==> src/rtl/dp_arbiter_if.sv <==
// ---------------------------------------------------------------------------
// dp_arbiter_if
// Bundles the requester-side and datapath-side signals of dp_arbiter.
//   req      [3:0]   per-requester request, bit i = requester i
//   req_a    [31:0]  operand a, requester i in bits [8i+7:8i]
//   req_b    [31:0]  operand b, requester i in bits [8i+7:8i]
//   ack      [3:0]   one-hot completion pulse to the granted requester
//   result   [7:0]   captured datapath result, held between captures
//   grant_id [1:0]   index of the current or last granted requester
//   busy             high whenever the arbiter is not idle
//   dp_a/dp_b[7:0]   latched operands presented to the shared datapath
//   dp_en            one-cycle datapath start strobe
//   dp_z     [7:0]   datapath result, valid LATENCY cycles after dp_en
// Modports: slave = the arbiter, master = requesters plus datapath model.
// ---------------------------------------------------------------------------
interface dp_arbiter_if;
    logic [3:0]  req;
    logic [31:0] req_a;
    logic [31:0] req_b;
    logic [3:0]  ack;
    logic [7:0]  result;
    logic [1:0]  grant_id;
    logic        busy;
    logic [7:0]  dp_a;
    logic [7:0]  dp_b;
    logic        dp_en;
    logic [7:0]  dp_z;

    modport slave (
        input  req, req_a, req_b, dp_z,
        output ack, result, grant_id, busy, dp_a, dp_b, dp_en
    );

    modport master (
        output req, req_a, req_b, dp_z,
        input  ack, result, grant_id, busy, dp_a, dp_b, dp_en
    );
endinterface

==> src/rtl/dp_arbiter.sv <==
// ---------------------------------------------------------------------------
// dp_arbiter
// Round-robin arbiter that shares one fixed-latency 8-bit datapath between
// four requesters. One operation at a time: IDLE picks a requester, ISSUE
// strobes dp_en for one cycle, WAIT counts LATENCY cycles and captures dp_z
// on its last edge, DONE pulses ack to the winner and advances the pointer.
// Ports:
//   clk    single rising-edge clock
//   reset  synchronous, active-high; aborts any operation without ack
//   bus    dp_arbiter_if.slave (requests, operands, ack/result, datapath)
// Parameters:
//   LATENCY  cycles from the dp_en cycle to dp_z valid, 1..15
//   NREQ     number of requesters, fixed at 4
// ---------------------------------------------------------------------------
module dp_arbiter #(
    parameter int LATENCY = 2,
    parameter int NREQ    = 4
) (
    input  logic         clk,
    input  logic         reset,
    dp_arbiter_if.slave  bus
);

    typedef enum logic [1:0] {
        ST_IDLE  = 2'd0,
        ST_ISSUE = 2'd1,
        ST_WAIT  = 2'd2,
        ST_DONE  = 2'd3
    } state_t;

    localparam logic [3:0] LAT_C = 4'(LATENCY);

    state_t      state_r;
    state_t      next_state_s;
    logic [1:0]  rr_ptr_r;
    logic [3:0]  cnt_r;
    logic [3:0]  ack_r;
    logic [7:0]  result_r;
    logic [1:0]  grant_id_r;
    logic        busy_r;
    logic [7:0]  dp_a_r;
    logic [7:0]  dp_b_r;
    logic        dp_en_r;

    logic        pick_valid_s;
    logic [1:0]  pick_idx_s;
    logic        busy_nxt_s;
    logic        dp_en_nxt_s;
    logic [3:0]  ack_nxt_s;

    // First set request bit at or after ptr, searching upward with wrap.
    // Returns {found, index}.
    function automatic logic [2:0] rr_pick(input logic [3:0] req_v,
                                           input logic [1:0] ptr);
        logic       found;
        logic       hit;
        logic [1:0] idx;
        logic [1:0] cand;
        found = 1'b0;
        idx   = 2'd0;
        for (int k = 0; k < NREQ; k++) begin
            // 2-bit addition gives the 3->0 wrap for free
            cand  = ptr + 2'(k);
            hit   = req_v[cand] & ~found;
            idx   = hit ? cand : idx;
            found = found | hit;
        end
        return {found, idx};
    endfunction

    // Round-robin selection, only acted on while idle
    assign {pick_valid_s, pick_idx_s} = rr_pick(bus.req, rr_ptr_r);

    // State register; reset wins over every transition
    always_ff @(posedge clk) begin
        if (reset) begin
            state_r <= ST_IDLE;
        end else begin
            state_r <= next_state_s;
        end
    end

    // Next-state logic
    always_comb begin
        next_state_s = state_r;
        case (state_r)
            ST_IDLE: begin
                if (pick_valid_s) begin
                    next_state_s = ST_ISSUE;
                end else begin
                    next_state_s = ST_IDLE;
                end
            end
            ST_ISSUE: begin
                next_state_s = ST_WAIT;
            end
            ST_WAIT: begin
                // count == 1 marks the last WAIT cycle, so WAIT spans LATENCY cycles
                if (cnt_r == 4'd1) begin
                    next_state_s = ST_DONE;
                end else begin
                    next_state_s = ST_WAIT;
                end
            end
            ST_DONE: begin
                next_state_s = ST_IDLE;
            end
            default: begin
                next_state_s = ST_IDLE;
            end
        endcase
    end

    // Output decode from the next state so the flags come straight from flops
    always_comb begin
        busy_nxt_s  = 1'b0;
        dp_en_nxt_s = 1'b0;
        ack_nxt_s   = 4'b0000;
        busy_nxt_s  = (next_state_s != ST_IDLE);
        dp_en_nxt_s = (next_state_s == ST_ISSUE);
        if (next_state_s == ST_DONE) begin
            // grant_id_r is stable from ISSUE onward, so it names the winner here
            ack_nxt_s = 4'b0001 << grant_id_r;
        end else begin
            ack_nxt_s = 4'b0000;
        end
    end

    // Registered control outputs
    always_ff @(posedge clk) begin
        if (reset) begin
            busy_r  <= 1'b0;
            dp_en_r <= 1'b0;
            ack_r   <= 4'b0000;
        end else begin
            busy_r  <= busy_nxt_s;
            dp_en_r <= dp_en_nxt_s;
            ack_r   <= ack_nxt_s;
        end
    end

    // Operand latch, latency counter, result capture and round-robin pointer
    always_ff @(posedge clk) begin
        if (reset) begin
            rr_ptr_r   <= 2'd0;
            cnt_r      <= 4'd0;
            result_r   <= 8'd0;
            grant_id_r <= 2'd0;
            dp_a_r     <= 8'd0;
            dp_b_r     <= 8'd0;
        end else begin
            case (state_r)
                ST_IDLE: begin
                    // Operands are frozen here; later req_a/req_b changes are ignored
                    if (pick_valid_s) begin
                        grant_id_r <= pick_idx_s;
                        dp_a_r     <= bus.req_a[{pick_idx_s, 3'b000} +: 8];
                        dp_b_r     <= bus.req_b[{pick_idx_s, 3'b000} +: 8];
                    end
                end
                ST_ISSUE: begin
                    cnt_r <= LAT_C;
                end
                ST_WAIT: begin
                    cnt_r <= cnt_r - 4'd1;
                    // dp_z is trusted only on the final WAIT edge
                    if (cnt_r == 4'd1) begin
                        result_r <= bus.dp_z;
                    end
                end
                ST_DONE: begin
                    rr_ptr_r <= grant_id_r + 2'd1;
                end
                default: begin
                    cnt_r <= 4'd0;
                end
            endcase
        end
    end

    assign bus.ack      = ack_r;
    assign bus.result   = result_r;
    assign bus.grant_id = grant_id_r;
    assign bus.busy     = busy_r;
    assign bus.dp_a     = dp_a_r;
    assign bus.dp_b     = dp_b_r;
    assign bus.dp_en    = dp_en_r;

endmodule
==> src/flat_wrapper.sv <==
// flat-port wrapper written by rule: the top's interface ports become plain ports
module dp_arbiter_flat 
#(
    parameter int LATENCY = 2,
    parameter int NREQ    = 4
)
  (clk, reset, bus_req, bus_req_a, bus_req_b, bus_dp_z, bus_ack, bus_result, bus_grant_id, bus_busy, bus_dp_a, bus_dp_b, bus_dp_en);
  dp_arbiter_if bus_i ();
  input  logic clk;
  input  logic reset;
  input wire logic [$bits(bus_i.req)-1:0] bus_req;
  input wire logic [$bits(bus_i.req_a)-1:0] bus_req_a;
  input wire logic [$bits(bus_i.req_b)-1:0] bus_req_b;
  input wire logic [$bits(bus_i.dp_z)-1:0] bus_dp_z;
  output wire logic [$bits(bus_i.ack)-1:0] bus_ack;
  output wire logic [$bits(bus_i.result)-1:0] bus_result;
  output wire logic [$bits(bus_i.grant_id)-1:0] bus_grant_id;
  output wire logic [$bits(bus_i.busy)-1:0] bus_busy;
  output wire logic [$bits(bus_i.dp_a)-1:0] bus_dp_a;
  output wire logic [$bits(bus_i.dp_b)-1:0] bus_dp_b;
  output wire logic [$bits(bus_i.dp_en)-1:0] bus_dp_en;
  assign bus_i.req = bus_req;
  assign bus_i.req_a = bus_req_a;
  assign bus_i.req_b = bus_req_b;
  assign bus_i.dp_z = bus_dp_z;
  assign bus_ack = bus_i.ack;
  assign bus_result = bus_i.result;
  assign bus_grant_id = bus_i.grant_id;
  assign bus_busy = bus_i.busy;
  assign bus_dp_a = bus_i.dp_a;
  assign bus_dp_b = bus_i.dp_b;
  assign bus_dp_en = bus_i.dp_en;
  dp_arbiter #(.LATENCY(LATENCY), .NREQ(NREQ)) u_core (.clk(clk), .reset(reset), .bus(bus_i));
endmodule
==> config.mk <==
export PLATFORM = sky130hd
export DESIGN_NAME = dp_arbiter_flat
export DESIGN_NICKNAME = d
export VERILOG_FILES = /design/src/rtl/dp_arbiter_if.sv /design/src/rtl/dp_arbiter.sv /design/src/flat_wrapper.sv
export SDC_FILE = /design/constraint.sdc
export NUM_CORES = 1
export LEC_CHECK = 0
export CORE_UTILIZATION = 35
export CTS_CLUSTER_DIAMETER = 30
export DETAILED_ROUTE_END_ITERATION = 6
export HOLD_SLACK_MARGIN = 0.03
export PLACE_DENSITY = 0.76
export SLEW_MARGIN = 20
export SYNTH_ARGS = -nofsm -noshare
export SYNTH_HDL_FRONTEND = slang
export SYNTH_SLANG_ARGS = --single-unit
==> constraint.sdc <==
create_clock -name clk -period 1.4 [get_ports clk]
set_input_delay 0.14 -clock clk [delete_from_list [all_inputs] [get_ports clk]]
set_output_delay 0.14 -clock clk [all_outputs]
set_load 0.1 [all_outputs]
==> Word level (Yosys, flattened, before mapping) <==
Index checks and enable logic that the tools add are counted.
W data, S select, Z words.
{ "classes": {"n_addsub": 5, "order_cmp": 4, "eq_ne": 6, "shift": 3, "n_mux": 16, "n_bitwise": 10, "reduce_logical": 6} }
{ "op_table": {"columns": ["operator", "n"], "rows": [
  ["$shiftx A32 B6 Y8", 2],
  ["$lt A2 B3 Y1 const B", 4],
  ["$bmux W1 S2", 4],
  ["$mux W2", 4],
  ["$pmux W2 S4", 1],
  ["$pmux W4 S2", 1],
  ["$eq A2 B2 Y1 const B", 3],
  ["$mux W1", 6],
  ["$add A2 B1 Y2 const B", 2],
  ["$add A2 B2 Y2 const B", 2],
  ["$eq A2 B1 Y1 const B", 2],
  ["$eq A4 B1 Y1 const B", 1],
  ["$not A1 Y1", 4],
  ["$reduce_and A2 Y1", 2],
  ["$reduce_bool A2 Y1", 2],
  ["$shl A1 B2 Y4 const A", 1],
  ["$sub A4 B1 Y4 const B", 1],
  ["$and A1 B1 Y1", 3],
  ["$or A1 B1 Y1", 3],
  ["$logic_not A2 Y1", 1],
  ["$reduce_or A2 Y1", 1]
]} }
{ "totals": {"reg_bits": 40, "output_inout_bits": 32} }

==> Depth between registers and ports, before layout <==
Gate-level depths: netlist (run 1).
{ "depth": {"depth_word": 16, "depth_mapped": 8, "ltp_nobuf": 6} }

==> Worst setup path before layout (run 1) <==
OpenSTA, ideal clock, no wires.
{ "synth_path": {"kind": "flip-flop to flip-flop", "start": "register u_core.rr_ptr_r[1]", "end": "register u_core.dp_a_r[0], in the netlist u_core.bus.dp_a[0]", "setup_ns": 0.128, "t_arrival_ns": 1.406, "slack_ns": -0.134, "stages_incl_launch_ff": 7, "path_buffers": 1, "period_less_slack_ns": 1.534, "path_cell_list": "dfxtp_1 > a21oi_1 > o21ai_0 > a21oi_4 > buf_4 > mux2i_1 > o221ai_2"} }
{ "synth_between": {"elab_chain_len": 12, "word_cells_on_any_way": 26} }
{ "synth_rtl": {"columns": ["item", "line_no", "text"], "rows": [
  ["start: declaration", "dp_arbiter.sv:35", "logic [1:0] rr_ptr_r;"],
  ["start signal: assignment", "dp_arbiter.sv:172", "rr_ptr_r <= grant_id_r + 2'd1;"],
  ["$add A2 B1 Y2 or $bmux W1 S2 (tied branches)", "dp_arbiter.sv:63, dp_arbiter.sv:64", null],
  ["$bmux W1 S2 or $mux W1 (tied branches)", "dp_arbiter.sv:64", "hit = req_v[cand] & ~found;"],
  ["$mux W1 (implied by the code) or $not A1 Y1 (tied branches)", "dp_arbiter.sv:64", null],
  ["$and A1 B1 Y1", "dp_arbiter.sv:64", null],
  ["$or A1 B1 Y1", "dp_arbiter.sv:66", "found = found | hit;"],
  ["$not A1 Y1", "dp_arbiter.sv:64", null],
  ["$and A1 B1 Y1", "dp_arbiter.sv:64", null],
  ["$or A1 B1 Y1", "dp_arbiter.sv:66", null],
  ["$not A1 Y1", "dp_arbiter.sv:64", null],
  ["$and A1 B1 Y1", "dp_arbiter.sv:64", null],
  ["$mux W2 or $or A1 B1 Y1 (tied branches)", "dp_arbiter.sv:65, dp_arbiter.sv:66", null],
  ["$shiftx A32 B6 Y8 or $reduce_and A2 Y1 (tied branches)", null, null],
  ["end signal: assignment", "dp_arbiter.sv:157", "dp_a_r <= bus.req_a[{pick_idx_s, 3'b000} +: 8];"],
  ["end: declaration", "dp_arbiter.sv:41", "logic [7:0] dp_a_r;"]
]} }
Parallel ways exist; a longest one is shown, timed or not. The select of a mux whose other input is x is not followed.
A chain may end at the register's enable or synchronous reset.

==> Worst setup path in the final report (run 1) <==
Ends and elaborated chain as after synthesis.

==> results of run 1 <==
-- layout make-up --
class / instances / area, sq um
fill: 356 / 1340
sequential: 40 / 811
multi-input combinational: 148 / 1430
timing repair buffer: 134 / 1770
clock buffer: 5 / 68.8
inverter: 9 / 33.8
clock inverter: 3 / 42.5
tap: 72 / 90.1
-- Yosys cell counts (2+ instances only) --
cell | number | area (sq um)
a21oi_1 | 14 | 70.1
ha_1 | 6 | 75.1
nand2_1 | 37 | 139
nand3_1 | 2 | 10.0
dfxtp_1 | 40 | 801
nand2b_1 | 6 | 37.5
o221ai_1 | 5 | 43.8
a211oi_1 | 2 | 15.0
buf_4 | 2 | 15.0
buf_6 | 4 | 45.0
a21oi_4 | 2 | 32.5
o221ai_2 | 11 | 165
nor2_1 | 9 | 33.8
inv_1 | 9 | 33.8
nor3b_1 | 3 | 22.5
mux2i_1 | 34 | 340
clkbuf_1 | 3 | 11.3
o21ai_0 | 2 | 10.0
nor3_1 | 2 | 10.0
-- repair_timing --
action	4_1_cts	5_1_grt
pin swaps	3	7
buffers inserted	3	2
gates cloned	1	3
endpoints found under the setup margin	28	29
endpoints found under the hold margin	0	0
resized for setup	22	45
-- per-stage QoR --
step                hold slack, ns   util  setup TNS [ns]  instances
finish                       0.395  0.760           -2.26        411
global route                 0.411  0.760           -3.20        411
CTS                          0.392  0.698           -1.30        406
detailed placement           0.483  0.656          -12.04        394
global placement             0.479  0.656          -10.84        394
floorplan                    0.276      -          -0.159        208
-- worst max path at each step --
stage	to	slack (ns)	startpoint
global placement	u_core.bus.dp_a[5]	-0.46	bus_req[0]
floorplan	u_core.bus.dp_a[0]	-0.02	u_core.rr_ptr_r[0]
global route	u_core.bus.dp_a[0]	-0.27	u_core.rr_ptr_r[1]
finish	u_core.bus.dp_a[0]	-0.25	u_core.rr_ptr_r[1]
CTS	u_core.bus.dp_a[7]	-0.11	u_core.rr_ptr_r[1]
detailed placement	u_core.bus.dp_b[7]	-0.52	bus_req[1]
-- logic make-up (layout without fill, tap and decap cells) --
kind of cell	Yosys count	in the layout	share of synthesized area
adder cells (fa/ha/maj)	6	6	0.0367
AND/OR/NAND/NOR	67	67	0.154
XOR/XNOR	1	1	0.00429
buffers and inverters	20	151	0.0631
flip-flops	40	40	0.392
multiplexers	34	34	0.167
AO/OA/AOI/OAI	40	40	0.183
-- critical path: cells and delay by family (launching register included) --
| kind | cells | cell delay [ns] |
|---|---|---|
| muxes | 1 | 0.32 |
| AOI/OAI and AO/OA | 4 | 0.51 |
| DFF | 1 | 0.37 |
| buffers and inverters | 2 | 0.32 |
-- state kept, by name, indices dropped and copies added, names as in the netlist --
register,count
u_core.rr_ptr_r,2
u_core.bus.result,8
u_core.cnt_r,4
u_core.bus.ack,4
u_core.bus.busy,1
u_core.bus.dp_a,8
u_core.bus.dp_en,1
u_core.state_r,2
u_core.bus.dp_b,8
u_core.bus.grant_id,2
-- report_power, final --
group          internal [mW]  switching (mW)
Combinational           1.28            1.56
Sequential              1.30           0.169
Clock                  0.528           0.420
-- layer usage --
layer | vias up | GRT usage | share of wire
li1 | 1000 | - | -
met1 | 983 | 0.233 | 0.38
met2 | 81 | 0.362 | 0.53
met3 | 14 | 0.0558 | 0.069
met4 | 0 | 0.0500 | 0.024
met5 | - | 0 | 0
-- cells in the final DEF, fill, tap and decap left out, drive strengths merged --
| cell type | synthesis | routed |
|---|---|---|
| a211oi | 2 | 2 |
| a21oi | 16 | 16 |
| a221oi | 1 | 1 |
| a22o | 1 | 1 |
| a311oi | 1 | 1 |
| and3 | 1 | 1 |
| and4 | 1 | 1 |
| buf | 8 | 54 |
| bufinv | 0 | 1 |
| clkbuf | 3 | 8 |
| clkdlybuf4s50 | 0 | 73 |
| clkinv | 0 | 1 |
| clkinvlp | 0 | 1 |
| dfxtp | 40 | 40 |
| dlygate4sd2 | 0 | 4 |
| ha | 6 | 6 |
| inv | 9 | 9 |
| mux2i | 34 | 34 |
| nand2 | 39 | 39 |
| nand2b | 6 | 6 |
| nand3 | 2 | 2 |
| nor2 | 10 | 10 |
| nor2b | 1 | 1 |
| nor3 | 2 | 2 |
| nor3b | 3 | 3 |
| o21ai | 3 | 3 |
| o221ai | 16 | 16 |
| or3 | 1 | 1 |
| or4 | 1 | 1 |
| xnor2 | 1 | 1 |
==> out/results.txt, run 1 <==
GRT Util Overall: 0.201
overall power: 5.26 mW
clock sink count: 40
Post-CTS Hold Buffers: 0
Final Hold Viols: 0
EDFF count, synth: 0
Die Ht: 78.4 microns
Design Area, Final: 0.00424 sq mm
nets: 422
global-route wire length before repair: 9.74 mm
leakage power: 1.56 nW
worst hold path class: input pin to register
Layout area overhead: 107%
CP max FO: 8
max-cap viol count: 0
Peak VDD IR: 0.000941 V
port bufs: 109
status: finished, violations left
1st-iter DRT viols: 83
register bit count reported by yosys: 40
Routed WL: 7.17 mm
Worst Min Path Start: bus_dp_z[0]
reg2reg end: u_core.bus.dp_a[0]
Final ANT Viol Nets: 0
fmax: 0.608 GHz
failing checks: negative setup slack
RSZ-0062 raised after global routing: true
Mapped Avg Cell Area: 9.82 sq um
vias in the first global route: 2010
endpoints failing setup: 17
CP max stage cell: dfxtp_4
fin crit period: 1.65 ns
grt ovf: 0
pre-CTS WS: -0.525 ns
Arrival @ worst endpoint: 1.82 ns
post-DR vias/cell: 5.06
endpoint class of the critical path: register
Crit path largest cell delay: 0.37 ns
drt pass-1 iters: 4
initial antenna violation count: 0
register area share after synthesis: 0.392
hold path depth: 3
r2r worst-path depth: 7
total clock buffers created by CTS: 5
DRC viols: 0
kind of critical path: register to register
Layout Skew: 0.00686 ns
reg2reg start: u_core.rr_ptr_r[1]
Initial Utilization: 0.367
DP Area: 0.00366 sq mm
most used cell, CP: a21oi_4
Top-Level Pins: 110
wire length per cell: 17.4 microns
share of post-route cells with drive strength above 1: 0.383
asr flop ratio synth: 0
full die area: 0.00615 sq mm
Final Slew Violations: 0
crit start category: register
antenna cell count: 0
core area: 0.00557 sq mm
post-synthesis cell count: 208
cell area after synthesis: 0.00204 sq mm
synth warn: 0
CTS tree: yes
ys flop type: dfxtp_1
Max Buffers Root-to-Sink: 2
Clk Latency, worst-skew pair: 0.29 ns
placement row count: 27
Rel. slew slack: 0.793
Yosys cell types: 34
largest net degree at the start of global routing: 18
GP Congestion: 0.754
Slew @ Worst Pin: 0.302 ns
cells along the critical path: a21oi_4, o21ai_2, a21oi_4, buf_12, clkbuf_16, mux2i_1, o221ai_2
vias: 2078
Data required, critical path: 1.57 ns
clock root buffer: clkbuf_8
Die Width: 78.4 microns
PnR worst setup slack: -0.246 ns
fin crit share: 1.18
syn_nets: 292
CTS clock-pin slew for the worst setup and hold paths: 0.09 ns
PD cells: 1240 mW/mm^2
Post-DP HPWL: 4.62 mm
FF-to-FF setup slack: -0.25 ns
H-tree levels: 2
Worst Hold End: u_core.bus.result[0]
No activity file was read; power rests on OpenSTA's default activity.
==> run 2, diff against run 1 <==
--- a/config.mk
+++ b/config.mk
@@ -7,9 +7,11 @@
 export LEC_CHECK = 0
 export CORE_UTILIZATION = 35
 export CTS_CLUSTER_DIAMETER = 30
+export CTS_CLUSTER_SIZE = 16
 export DETAILED_ROUTE_END_ITERATION = 6
 export HOLD_SLACK_MARGIN = 0.03
-export PLACE_DENSITY = 0.76
+export PLACE_DENSITY = 0.84
+export SKIP_LAST_GASP = 1
 export SLEW_MARGIN = 20
 export SYNTH_ARGS = -nofsm -noshare
 export SYNTH_HDL_FRONTEND = slang
==> run 2 against run 1 <==
The run still ends with negative setup slack left; hold slack better by 0.0043 ns; setup slack improved by 0.017 ns; final cell count is the same; final area shrank 3.5%; clock power decreased by 24%; first-iteration DRC count shrank 13%.
==> out/results.txt, run 2 (synthesized netlist as in run 1, its figures left out) <==
Final Slew Violations: 0 (unchanged)
initial antenna violation count: 0 (unchanged)
antenna cell count: 0 (unchanged)
grt ovf: 0 (unchanged)
largest net degree at the start of global routing: 18 (unchanged)
1st-iter DRT viols: 72 (-13%)
clock sink count: 40 (unchanged)
Post-DP HPWL: 4.71 mm (+2.0%)
DRC viols: 0 (unchanged)
overall power: 4.93 mW (-6.3%)
Routed WL: 7.27 mm (+1.5%)
Rel. slew slack: 0.838 (+0.0449)
GP Congestion: 0.761 (+0.93%)
wire length per cell: 17.7 microns (+1.5%)
PnR worst setup slack: -0.229 ns (+0.0173 ns)
Die Ht: 78.4 microns (unchanged)
max-cap viol count: 0 (unchanged)
vias in the first global route: 2078 (+3.4%)
Slew @ Worst Pin: 0.237 ns (-0.0655 ns)
Max Buffers Root-to-Sink: 2 (unchanged)
endpoints failing setup: 16 (-1)
Seq. cell area: 811 sq um (unchanged)
DP Cell Count: 394 (unchanged)
clock root buffer: clkbuf_8
Arrival @ worst endpoint: 1.79 ns (-0.03 ns)
Design Area, Final: 0.00409 sq mm (-3.5%)
M2 GR Usage: 0.401 (+0.0386)
Final ANT Viol Nets: 0 (unchanged)
leakage power: 1.54 nW (-1.2%)
H-tree levels: 2 (unchanged)
Post-CTS Hold Buffers: 0 (unchanged)
failing checks: negative setup slack
CP max stage cell: dfxtp_4
Crit path largest cell delay: 0.36 ns (about the same)
core area: 0.00557 sq mm (unchanged)
Data required, critical path: 1.56 ns (about the same)
most frequent cells in the layout: 73 x clkdlybuf4s50_1, 39 x buf_12, 35 x nand2_1, 34 x dfxtp_1, 18 x mux2i_1
Clk Latency, worst-skew pair: 0.28 ns (about the same)
fin crit period: 1.63 ns (-0.0173 ns)
CTS tree: yes
pre-CTS WS: -0.517 ns (+0.00807 ns)
Fillers: 364 (+2.2%)
fmax: 0.614 GHz (+1.1%)
nets: 423 (+0.24%)
Final Hold Viols: 0 (unchanged)
port bufs: 109 (unchanged)
status: finished, violations left
global-route wire length before repair: 10.0 mm (+2.8%)
delay-heaviest family, CP: compound AO/OA/AOI/OAI gates
drt pass-1 iters: 4 (unchanged)
most used cell, CP: buf_12
endpoint class of the critical path: register
Peak VDD IR: 0.000808 V (-14%)
Initial Utilization: 0.367 (unchanged)
final non-filler cell total: 411 (unchanged)
Layout area overhead: 100%
GRT Util Overall: 0.210 (+0.00898)
Top Usage Layer GRT: met2
cells along the critical path: a21oi_2, o21ai_2, a21oi_4, buf_12, buf_12, mux2i_1, o221ai_2
Top-Level Pins: 110 (unchanged)
post-DR vias/cell: 5.12 (+1.3%)
fin crit share: 1.16 (-0.0124)
vias: 2106 (+1.3%)
kind of critical path: register to register
GRT met1 Usage: 0.220 (-0.0125)
CTS clock-pin slew for the worst setup and hold paths: 0.08 ns (about the same)
crit start category: register
WP buf/inv: 2 (unchanged)
Layout Skew: 0.00950 ns (+0.00263 ns)
worst hold path class: input pin to register
share of post-route cells with drive strength above 1: 0.366 (-0.0177)
DP Area: 0.00365 sq mm (-0.34%)
grt met3 use: 0.0605 (+0.00465)
CP max FO: 9 (+1)
Die Width: 78.4 microns (unchanged)
most common cell after layout, fill and taps aside: clkdlybuf4s50_1
area of the multi-input gates: 0.00133 sq mm (-7.1%)
full die area: 0.00615 sq mm (unchanged)
PD cells: 1200 mW/mm^2 (-3.0%)
total clock buffers created by CTS: 5 (unchanged)
RSZ-0062 raised after global routing: true
placement row count: 27 (unchanged)
run 2: cell count changes in the layout (fill, tap and decap cells not counted), moves of 3 or more:
cell     previous run  this run
mux2i_4            13         7
mux2i_1             8        18
buf_4              11        15
mux2i_2            13         9
buf_6               3         0
run 2: worst min-delay path: stages:
cell and delay [ns]:
clkdlybuf4s50_1 0.39, nand2_1 0.05, a21oi_1 0.05
run 2: report_power, final:
part           internal, mW  switching, mW
sequential             1.30          0.178
combinational          1.20           1.53
clock                 0.339          0.379
total                  2.84           2.09
run 2: final timing paths:
path / cells after the start / end / slack [ns] / startpoint
worst max register to register: 7 / u_core.bus.dp_a[3] / -0.23 / u_core.rr_ptr_r[1]
worst max-delay path: 7 / u_core.bus.dp_a[3] / -0.23 / u_core.rr_ptr_r[1]
worst min-delay path: 3 / u_core.bus.result[5] / 0.40 / bus_dp_z[5]
worst min register to register: 2 / u_core.bus.result[1] / 0.49 / u_core.bus.result[1]
run 2: per-layer routing:
metal	wire length, microns	vias to the layer above
met4	95	0
met5	0	-
met2	4110	94
met3	520	10
li1	-	1009
met1	2540	993
run 2: final cells by class:
cell class,count,share of cell area
Timing Repair Buffer,135,0.429
Multi-Input combinational cell,148,0.324
Sequential cell,40,0.198
Inverter,9,0.00826
Clock buffer,6,0.0177
Tap cell,72,0.0220
Clock inverter,1,0.00122
run 2: timing repair:
| action | in CTS | in global routing |
|---|---|---|
| setup buffers | 5 | 2 |
| resized for setup | 21 | 37 |
| setup endpoints to repair | 25 | 31 |
| pin swaps | 5 | 5 |
| cloned | 4 | 1 |
run 2: per-stage QoR:
step,utilization,setup TNS [ns],hold slack (ns)
finish,0.734,-3.11,0.399
global route,0.734,-3.87,0.407
CTS,0.703,-1.69,0.391
detailed placement,0.654,-11.64,0.486
global placement,0.654,-10.77,0.478
floorplan,-,-0.159,0.276
==> run 3, diff against run 2 <==
--- a/config.mk
+++ b/config.mk
@@ -11,6 +11,7 @@
 export DETAILED_ROUTE_END_ITERATION = 6
 export HOLD_SLACK_MARGIN = 0.03
 export PLACE_DENSITY = 0.84
+export SKIP_CTS_REPAIR_TIMING = 1
 export SKIP_LAST_GASP = 1
 export SLEW_MARGIN = 20
 export SYNTH_ARGS = -nofsm -noshare
==> run 3 against run 2 <==
The run still ends with negative setup slack left; register-to-register slack improved by 0.02 ns; via count down 2.4%; count of clock-buffer cells in the layout did not move; wire length down 0.98%; critical path depth did not move; power fell by 0.58%; setup slack improved by 0.020 ns; non-clock buffer count is 3 lower; critical path type unchanged; critical endpoint is now u_core.bus.dp_b[3]; largest cell class unchanged; highest routed layer unchanged.
==> out/results.txt, run 3 (synthesized netlist as in run 1, its figures left out) <==
status: finished, violations left
failing checks: negative setup slack
Pint: 2.84 mW (about the same)
fin crit period: 1.61 ns (-0.0195 ns)
CTS tree: yes
combinational power share: 0.556 (+0.002)
grt ovf: 0 (unchanged)
most frequent cells in the layout: 73 x clkdlybuf4s50_1, 38 x buf_12, 36 x nand2_1, 34 x dfxtp_1, 23 x mux2i_1
Worst Min Path Start: bus_dp_z[5]
Max Buffers Root-to-Sink: 2 (unchanged)
post-DR vias/cell: 5.04 (-1.7%)
antenna cell count: 0 (unchanged)
Slew @ Worst Pin: 0.326 ns (+0.0893 ns)
most common cell after layout, fill and taps aside: clkdlybuf4s50_1
nets: 420 (-0.71%)
endpoints failing setup: 16 (unchanged)
fin crit share: 1.15 (-0.0140)
clock network fraction of design power: 0.142 (-0.004)
Post-DP HPWL: 4.71 mm (unchanged)
GP Congestion: 0.761 (unchanged)
Arrival @ worst endpoint: 1.74 ns (-0.05 ns)
Data required, critical path: 1.53 ns (-0.03 ns)
PnR worst setup slack: -0.209 ns (+0.0195 ns)
DP Area: 0.00365 sq mm (unchanged)
endpoint class of the critical path: register
worst hold slack: 0.399 ns (+0.000259 ns)
DP Cell Count: 394 (unchanged)
CP max FO: 8 (-1)
overall power: 4.90 mW (-0.58%)
global-route wire length before repair: 9.06 mm (-9.5%)
Worst Hold End: u_core.bus.result[5]
share of post-route cells with drive strength above 1: 0.336 (-0.0295)
DRC viols: 0 (unchanged)
Sw Share: 0.420 (-0.00302)
Routed WL: 7.20 mm (-0.98%)
GRT Util Overall: 0.189 (-0.0213)
clock sink count: 40 (unchanged)
Top-Level Pins: 110 (unchanged)
Final ANT Viol Nets: 0 (unchanged)
clock root buffer: clkbuf_8
Initial Utilization: 0.367 (unchanged)
Die Ht: 78.4 microns (unchanged)
fmax: 0.621 GHz (+1.2%)
PD cells: 1210 mW/mm^2 (+0.25%)
FF-to-FF setup slack: -0.21 ns (+0.02 ns)
Layout area overhead: 98.6%
sequential power share: 0.302 (+0.002)
1st-iter DRT viols: 61 (-15%)
total clock buffers created by CTS: 5 (unchanged)
largest net degree at the start of global routing: 34 (+16)
crit start category: register
hold path depth: 3 (unchanged)
Die Width: 78.4 microns (unchanged)
Clk Latency, worst-skew pair: 0.28 ns (about the same)
leakage power: 1.55 nW (+0.21%)
r2r worst-path depth: 7 (unchanged)
cells along the critical path: a21oi_2, o21ai_2, a21oi_4, buf_12, clkbuf_16, mux2i_2, o221ai_1
RSZ-0062 raised after global routing: true
Crit path largest cell delay: 0.34 ns (-0.02 ns)
max-cap viol count: 0 (unchanged)
reg2reg start: u_core.rr_ptr_r[1]
wire length per cell: 17.6 microns (-0.25%)
vias: 2055 (-2.4%)
Peak VDD IR: 0.000726 V (-10%)
port bufs: 109 (unchanged)
final non-filler cell total: 408 (-0.73%)
Final Hold Viols: 0 (unchanged)
H-tree levels: 2 (unchanged)
worst hold path class: input pin to register
CP max stage cell: dfxtp_2
reg2reg end: u_core.bus.dp_b[3]
Rel. slew slack: 0.782 (-0.0557)
drt pass-1 iters: 4 (unchanged)
CTS clock-pin slew for the worst setup and hold paths: 0.07 ns (about the same)
core area: 0.00557 sq mm (unchanged)
Layout Skew: 0.00456 ns (-0.00494 ns)
full die area: 0.00615 sq mm (unchanged)
kind of critical path: register to register
placement row count: 27 (unchanged)
Final Slew Violations: 0 (unchanged)
Design Area, Final: 0.00406 sq mm (-0.83%)
Psw: 2.06 mW (-1.3%)
initial antenna violation count: 0 (unchanged)
vias in the first global route: 1950 (-6.2%)
==> run 3: cell count changes in the layout (fill, tap and decap cells not counted), sizes merged <==
cell / previous run / this run
buf: 57 / 51
dlygate4sd2: 4 / 0
clkbuf: 7 / 10
dlymetal6s2s: 0 / 4
==> run 3: worst max-delay path by stage <==
| stage | from | to | slack, ns | depth (start not counted) |
|---|---|---|---|---|
| floorplan | u_core.rr_ptr_r[0] | u_core.bus.dp_a[0] | -0.02 | 7 |
| global placement | bus_req[1] | u_core.bus.dp_b[3] | -0.45 | 7 |
| detailed placement | bus_req[1] | u_core.bus.dp_b[3] | -0.52 | 7 |
| CTS | bus_req[1] | u_core.bus.dp_b[3] | -0.23 | 7 |
| global route | u_core.rr_ptr_r[0] | u_core.bus.dp_b[3] | -0.28 | 7 |
| finish | u_core.rr_ptr_r[1] | u_core.bus.dp_b[3] | -0.21 | 7 |
==> run 3: per-layer routing <==
metal | up-vias | routed length [microns] | GRT usage
met4 | 0 | 267 | 0.0444
met2 | 82 | 3970 | 0.355
met3 | 20 | 479 | 0.0570
met5 | - | 0 | 0
li1 | 1000 | - | -
met1 | 953 | 2490 | 0.204
==> run 3: critical path: cells and delay by family (launching register included) <==
kind,cells,cell delay [ns]
DFF,1,0.34
AOI/OAI and AO/OA,4,0.56
muxes,1,0.24
buffers and inverters,2,0.32
==> run 3: final cells by class <==
cell class | instances | area (sq um)
timing repair buffer | 132 | 1750
sequential | 40 | 808
clock inverter | 1 | 5.00
inverter | 9 | 33.8
multi-input combinational | 148 | 1300
tap | 72 | 90.1
clock buffer | 6 | 72.6
fill | 395 | 1520
==> run 3: per-stage QoR <==
step	setup slack (ns)	TNS, ns	utilization
3_5_place_dp	-0.517	-11.64	0.654
6_report	-0.209	-2.11	0.728
4_1_cts	-0.230	-4.41	0.668
5_1_grt	-0.283	-3.12	0.728
2_1_floorplan	-0.0159	-0.159	-
3_3_place_gp	-0.454	-10.77	0.654
==> run 3: power groups by stage <==
stage,Clock [mW],Sequential (mW),Combinational [mW]
4_1_cts,0.721,1.47,2.43
3_5_place_dp,0,1.49,2.43
5_1_grt,0.755,1.50,2.83
2_1_floorplan,0,2.29,0.626
3_3_place_gp,0,1.49,2.38
6_report,0.696,1.48,2.73
